File: src/rtl/secure_reg_host_pkg.sv
// Shared types for the secure-register host sequencer: command opcodes,
// target cfg bit positions and FSM states.
package secure_reg_pkg;

  typedef enum logic [1:0] {
    OP_WRITE   = 2'd0,
    OP_READ    = 2'd1,
    OP_LOCK    = 2'd2,
    OP_ILLEGAL = 2'd3
  } op_e;

  localparam int CFG_RE   = 0;
  localparam int CFG_WE   = 1;
  localparam int CFG_LOCK = 2;

  typedef enum logic [1:0] {
    ST_IDLE  = 2'd0,
    ST_DRIVE = 2'd1,
    ST_RESP  = 2'd2
  } state_e;

  // Strobe pattern presented to the target while an access is in flight.
  function automatic logic [2:0] op_cfg(input op_e op);
    logic [2:0] c;
    c = 3'b000;
    case (op)
      OP_WRITE: c[CFG_WE]   = 1'b1;
      OP_READ:  c[CFG_RE]   = 1'b1;
      OP_LOCK:  c[CFG_LOCK] = 1'b1;
      default:  c = 3'b000;
    endcase
    return c;
  endfunction

endpackage

File: src/rtl/secure_reg_host_if.sv
// Host-side command/response handshake bundle for secure_reg_host.
interface secure_reg_host_if;

  logic       cmd_valid;
  logic       cmd_ready;
  logic [1:0] cmd_op;
  logic [7:0] cmd_wdata;
  logic       rsp_valid;
  logic       rsp_ready;
  logic [7:0] rsp_rdata;
  logic       rsp_err;

  modport master (
    output cmd_valid, cmd_op, cmd_wdata, rsp_ready,
    input  cmd_ready, rsp_valid, rsp_rdata, rsp_err
  );

  modport slave (
    input  cmd_valid, cmd_op, cmd_wdata, rsp_ready,
    output cmd_ready, rsp_valid, rsp_rdata, rsp_err
  );

endinterface

File: src/rtl/secure_reg_host_sat_counter.sv
// Up-counter that sticks at all-ones; used to tally rejected commands.
module sat_counter #(
  parameter int W = 8
) (
  input  logic         clk,
  input  logic         rst_n,
  input  logic         inc,
  output logic [W-1:0] count
);

  always_ff @(posedge clk or negedge rst_n) begin
    if (!rst_n) begin
      count <= '0;
    end else if (inc && (count != {W{1'b1}})) begin
      count <= count + 1'b1;
    end
  end

endmodule

File: src/rtl/secure_reg_host.sv
// Initiator-side sequencer for the lockable secure-register target: holds
// cfg/wd for a settle window, samples out, and returns a response.
//
//  state    | meaning
//  ---------+-----------------------------------------------------------
//  ST_IDLE  | cmd_ready high, cfg at rest, waiting for a command
//  ST_DRIVE | cfg/wd held on the target while the settle counter runs down
//  ST_RESP  | rsp_valid high, response held until rsp_ready
module secure_reg_host
  import secure_reg_pkg::*;
#(
  parameter int SETTLE = 3,
  parameter int ERRW   = 8
) (
  input  logic            clk,
  input  logic            rst_n,
  secure_reg_host_if.slave host,
  output logic [2:0]      cfg,
  output logic [7:0]      wd,
  input  logic [7:0]      out,
  output logic            locked,
  output logic [ERRW-1:0] err_cnt
);

  state_e     state_q;
  state_e     state_d;
  logic [3:0] cnt_q;
  op_e        op_q;
  logic [7:0] wd_q;
  logic [7:0] rdata_q;
  logic       err_q;
  logic       locked_q;
  logic       rdy_q;

  op_e  op_in;
  logic accept;
  logic reject;
  logic cnt_done;

  assign op_in    = op_e'(host.cmd_op);
  assign accept   = host.cmd_valid && host.cmd_ready;
  assign reject   = (op_in == OP_ILLEGAL) || locked_q;
  assign cnt_done = (cnt_q == 4'd0);

  always_ff @(posedge clk or negedge rst_n) begin
    if (!rst_n) begin
      state_q <= ST_IDLE;
    end else begin
      state_q <= state_d;
    end
  end

  always_comb begin
    state_d = state_q;
    case (state_q)
      ST_IDLE: begin
        if (accept) begin
          state_d = reject ? ST_RESP : ST_DRIVE;
        end
      end
      ST_DRIVE: begin
        if (cnt_done) begin
          state_d = ST_RESP;
        end
      end
      ST_RESP: begin
        if (host.rsp_ready) begin
          state_d = ST_IDLE;
        end
      end
      default: state_d = ST_IDLE;
    endcase
  end

  // rdy_q keeps cmd_ready low until the first clock after reset release.
  always_ff @(posedge clk or negedge rst_n) begin
    if (!rst_n) begin
      rdy_q    <= 1'b0;
      cnt_q    <= 4'd0;
      op_q     <= OP_WRITE;
      wd_q     <= 8'h00;
      rdata_q  <= 8'h00;
      err_q    <= 1'b0;
      locked_q <= 1'b0;
    end else begin
      rdy_q <= 1'b1;
      case (state_q)
        ST_IDLE: begin
          if (accept) begin
            if (reject) begin
              rdata_q <= 8'h00;
              err_q   <= 1'b1;
            end else begin
              op_q  <= op_in;
              cnt_q <= 4'(SETTLE - 1);
              wd_q  <= (op_in == OP_WRITE) ? host.cmd_wdata : 8'h00;
            end
          end
        end
        ST_DRIVE: begin
          if (cnt_done) begin
            rdata_q <= (op_q == OP_READ) ? out : 8'h00;
            err_q   <= 1'b0;
            if (op_q == OP_LOCK) begin
              locked_q <= 1'b1;
            end
          end else begin
            cnt_q <= cnt_q - 1'b1;
          end
        end
        default: ;
      endcase
    end
  end

  always_comb begin
    host.cmd_ready = rdy_q && (state_q == ST_IDLE);
    host.rsp_valid = (state_q == ST_RESP);
    host.rsp_rdata = rdata_q;
    host.rsp_err   = err_q;
    cfg            = 3'b000;
    cfg[CFG_LOCK]  = locked_q;
    wd             = 8'h00;
    if (state_q == ST_DRIVE) begin
      cfg = op_cfg(op_q);
      wd  = wd_q;
    end
  end

  assign locked = locked_q;

  sat_counter #(
    .W (ERRW)
  ) u_err_cnt (
    .clk   (clk),
    .rst_n (rst_n),
    .inc   (accept && reject),
    .count (err_cnt)
  );

endmodule
File: src/flat_wrapper.sv
// flat-port wrapper written by rule: the top's interface ports become plain ports
module secure_reg_host_flat import secure_reg_pkg::*;
#(
  parameter int SETTLE = 3,
  parameter int ERRW   = 8
)
  (clk, rst_n, cfg, wd, out, locked, err_cnt, host_cmd_valid, host_cmd_op, host_cmd_wdata, host_rsp_ready, host_cmd_ready, host_rsp_valid, host_rsp_rdata, host_rsp_err);
  secure_reg_host_if host_i ();
  input  logic clk;
  input  logic rst_n;
  output logic [2:0] cfg;
  output logic [7:0] wd;
  input  logic [7:0] out;
  output logic locked;
  output logic [ERRW-1:0] err_cnt;
  input wire logic [$bits(host_i.cmd_valid)-1:0] host_cmd_valid;
  input wire logic [$bits(host_i.cmd_op)-1:0] host_cmd_op;
  input wire logic [$bits(host_i.cmd_wdata)-1:0] host_cmd_wdata;
  input wire logic [$bits(host_i.rsp_ready)-1:0] host_rsp_ready;
  output wire logic [$bits(host_i.cmd_ready)-1:0] host_cmd_ready;
  output wire logic [$bits(host_i.rsp_valid)-1:0] host_rsp_valid;
  output wire logic [$bits(host_i.rsp_rdata)-1:0] host_rsp_rdata;
  output wire logic [$bits(host_i.rsp_err)-1:0] host_rsp_err;
  assign host_i.cmd_valid = host_cmd_valid;
  assign host_i.cmd_op = host_cmd_op;
  assign host_i.cmd_wdata = host_cmd_wdata;
  assign host_i.rsp_ready = host_rsp_ready;
  assign host_cmd_ready = host_i.cmd_ready;
  assign host_rsp_valid = host_i.rsp_valid;
  assign host_rsp_rdata = host_i.rsp_rdata;
  assign host_rsp_err = host_i.rsp_err;
  secure_reg_host #(.SETTLE(SETTLE), .ERRW(ERRW)) u_core (.clk(clk), .rst_n(rst_n), .host(host_i), .cfg(cfg), .wd(wd), .out(out), .locked(locked), .err_cnt(err_cnt));
endmodule
File: config.mk
export PLATFORM = sky130hd
export DESIGN_NAME = secure_reg_host_flat
export DESIGN_NICKNAME = d
export VERILOG_FILES = /design/src/rtl/secure_reg_host_pkg.sv /design/src/rtl/secure_reg_host_if.sv /design/src/rtl/secure_reg_host_sat_counter.sv /design/src/rtl/secure_reg_host.sv /design/src/flat_wrapper.sv
export SDC_FILE = /design/constraint.sdc
export NUM_CORES = 1
export LEC_CHECK = 0
export ABC_AREA = 1
export CORE_UTILIZATION = 51
export DETAILED_ROUTE_END_ITERATION = 8
export GPL_TIMING_DRIVEN = 0
export PLACE_DENSITY = 0.91
export SETUP_SLACK_MARGIN = 0.05
export SYNTH_ARGS = -nofsm -noshare
export SYNTH_HDL_FRONTEND = slang
export SYNTH_SLANG_ARGS = --single-unit
File: constraint.sdc
create_clock -name clk -period 2.1 [get_ports clk]
set_input_delay 0.315 -clock clk [delete_from_list [all_inputs] [get_ports clk]]
set_output_delay 0.315 -clock clk [all_outputs]
set_load 0.01 [all_outputs]
==> summary.txt <==
Outcome
  • Status: finished clean

Global routing
  • Tot GR Track Use: 0.250
  • Vias in the first global route: 1,633
  • Pin count of the biggest net entering global routing: 36
  • Initial antenna violation count: 0
  • First-pass GRT wire length: between 6000 and 7000 microns
  • Total grt overflow: 0

Logic synthesis
  • Post-synthesis cell area: 1840 sq um
  • Mapped Cells: 244
  • Netlist cell types: 22
  • Area share of the largest cell type after synthesis: 0.476
  • Seq/Total Area, Yosys: 0.476
  • Synth area leaders: dfrtp_1 (48%), nand2_1 (18%), nand3_1 (6.8%)
  • FF+latch count, synth: 35
  • Area leader, netlist: dfrtp_1
  • Avg Synthesized Cell Area: 7.55 sq um
  • Yosys warnings: 0
  • Syn nets: 268

Layout
  • Non-filler cells in the finished layout: 354
  • Fillers: 261
  • Final Cell Area: 2550 sq um
  • Ratio of cells with drive above 1 in the final layout: 0.110
  • Layout Utilization: 0.753
  • Diode count: 0
  • Final net count: 331
  • Layout area overhead: 38.6%

Timing
  • Unrepaired setup endpoints after global routing: false
  • Final slew viol count: 0
  • Part of the cycle the worst path needs: 0.913
  • Setup Viol. Count Final: 0
  • Crit path time final: 1920 ps
  • Slew @ Worst Pin: 765 ps
  • Fmax: ~520 MHz
  • Clk_skew: 16.7 ps
  • Slew margin rel.: 0.490
  • Final hold violations: 0

Critical path
  • Crit-path cells: buf_4 -> nor2_2 -> clkdlybuf4s50_1
  • Crit start category: flip-flop
  • Slowest-stage cell, CP: clkdlybuf4s50_1
  • Worst path required time: 1780 ps
  • WS Path Type: flip-flop to output port
  • Worst-path maximum fanout: 3
  • Slowest stage delay, CP: 550 ps
  • Kind of end point of the critical path: output port
  • R2R depth: 6
  • CP arrival: 1600 ps

Pwr
  • Peak supply drop: about 870 uV
  • Pwr per Cell Area: 1190 nW/um^2
  • Tot Pwr: ~3.0 mW
  • Leakage: about 1.3 nW

CTS
  • H-Tree Depth: 2
  • Cts hold-fix bufs: 0
  • CTS tree: done
  • Skew-Pair Late Insertion Delay: roughly 350 ps
  • CTS Buffer Depth: 2
  • CTS Sinks: 35
  • TritonCTS buffer count: 5
  • Clock slew at reported path FFs: 130 ps
  • CTS Root Cell: clkbuf_4

Routing
  • DRT antenna net count: 0
  • WL final: 4190 microns
  • Vias: 1,791
  • DRT Pass-1 Iters: 4
  • Vias per cell: 5.06
  • Drt initial violations: roughly 160
  • DRC viols: 0
  • Avg WL per Cell: 11.8 microns

Die
  • # IOs: between 50 and 60
  • # rows: 21
  • Die height: 62.1 microns
  • Core footprint: 3390 sq um
  • Die Span X: just over 60 microns
  • DIE AREA: 3860 sq um
  • Initial core utilization: 0.543

Placement
  • Routability congestion estimate: 0.881
  • Post-DP HPWL: 2880 microns
  • PortBufs: 52
  • Placed cell count: between 300 and 400
  • Post-DP Area: 2410 sq um

Min path
  • Hold WC Path Type: input pin to asynchronous set/reset pin

Job
  • Max cap viols: 0
==> through the flow <==
| stage | TNS [ps] | hold WS, ps | setup slack (ps) |
|---|---|---|---|
| CTS | 0 | 46.3 | 18.0 |
| detailed placement | 0 | 435 | 106 |
| finish | 0 | 20.5 | 182 |
| global route | 0 | 66.3 | 85.9 |
| floorplan | 0 | 19.4 | 636 |
| global placement | -605 | 454 | -18.7 |
==> cells in the final DEF (no fill, tap or decap) <==
master           count
nand2_1             86
clkdlybuf4s50_1     39
dfrtp_1             33
inv_1               28
nand3_1             25
nor2_1              24
o21ai_0             14
dlygate4sd2_1       10
nor2_4               6
buf_4                5
clkbuf_4             5
inv_2                3
nor3_1               3
xor2_1               3
nor2_2               2
nand3_2              2
nand2_2              2
nand4_1              2
ha_1                 2
bufinv_16            2
dlymetal6s2s_1       2
dfrtp_2              2
clkbuf_8             1
nand2_4              1
clkbuf_2             1
nand3b_1             1
xnor2_1              1
clkinvlp_4           1
buf_2                1
conb_1               1
==> kinds of logic after synthesis <==
group | after synthesis | share of synthesized area
AOI/OAI and AO/OA | 14 | 0.0380
xor gates and xnor gates | 4 | 0.0190
adders and majority gates | 2 | 0.0136
buffers and inverters | 34 | 0.0774
DFF | 35 | 0.476
other | 1 | 0.00204
and+or+nand+nor | 154 | 0.374
==> cell usage after synthesis <==
| cell | instances |
|---|---|
| buf_4 | 1 |
| clkbuf_2 | 1 |
| clkbuf_8 | 1 |
| conb_1 | 1 |
| dfrtp_1 | 35 |
| ha_1 | 2 |
| inv_1 | 28 |
| inv_2 | 3 |
| nand2_1 | 86 |
| nand2_2 | 2 |
| nand2_4 | 1 |
| nand3_1 | 25 |
| nand3_2 | 2 |
| nand3b_1 | 1 |
| nand4_1 | 2 |
| nor2_1 | 25 |
| nor2_2 | 2 |
| nor2_4 | 5 |
| nor3_1 | 3 |
| o21ai_0 | 14 |
| xnor2_1 | 1 |
| xor2_1 | 3 |
==> layout make-up <==
| type | count | area [sq um] | area share |
|---|---|---|---|
| clock inverter | 3 | 67.6 | 0.0265 |
| sequential | 35 | 878 | 0.344 |
| multi-input combinational | 175 | 831 | 0.325 |
| tap | 46 | 57.6 | 0.0225 |
| timing repair buffer | 56 | 538 | 0.211 |
| buffer | 3 | 26.3 | 0.0103 |
| clock buffer | 5 | 37.5 | 0.0147 |
| inverter | 31 | 116 | 0.0456 |
==> routing by layer <==
| metal | share of wire | GRT usage |
|---|---|---|
| met4 | 0.0069 | 0.102 |
| met2 | 0.52 | 0.421 |
| met5 | 0 | 0 |
| met3 | 0.054 | 0.0621 |
| met1 | 0.42 | 0.307 |
==> state kept, by name (all words and copies together), names as in the netlist <==
signal and count:
u_core.op_q 2, u_core.host.rsp_err 1, u_core.locked 1, u_core.wd_q 8, u_core.u_err_cnt.count 8, u_core.host.rsp_rdata 8
u_core.cnt_q 4, u_core.rdy_q 1, u_core.state_q 2
==> critical path, delay by kind of cell, from the launching register on <==
kind	cells	cell delay (ps)
buf+inv	2	710
flops	1	430
simple gates	1	130
==> what timing repair did <==
item                       4_1_cts  5_1_grt
setup endpoints to repair       11        2
pin swaps                        1        1
hold endpoints to repair         0        0
buffers inserted                 3        1
gates resized for setup         14        2
==> final timing paths <==
kind	start	end	slack (ps)
setup / recovery	u_core.state_q[0]$_DFFE_PN0P_	host_rsp_valid	180
hold / removal	rst_n	u_core.u_err_cnt.count[0]$_DFFE_PN0P_	20
setup reg to reg	u_core.state_q[1]$_DFFE_PN0P_	u_core.op_q[0]$_DFFE_PN0P_	560
hold reg to reg	u_core.host.rsp_rdata[1]$_DFFE_PN0P_	u_core.host.rsp_rdata[1]$_DFFE_PN0P_	480
max in group asynchronous	rst_n	u_core.state_q[1]$_DFFE_PN0P_	1540
min in group clk	u_core.host.rsp_rdata[1]$_DFFE_PN0P_	u_core.host.rsp_rdata[1]$_DFFE_PN0P_	480
==> where the power goes <==
part           internal (mW)  total [mW]  switching [mW]
combinational          0.582        1.37           0.790
sequential             0.906        1.06           0.156
clock                  0.370       0.615           0.245
total                   1.86        3.05            1.19
Power figures use the tool's default switching activity.
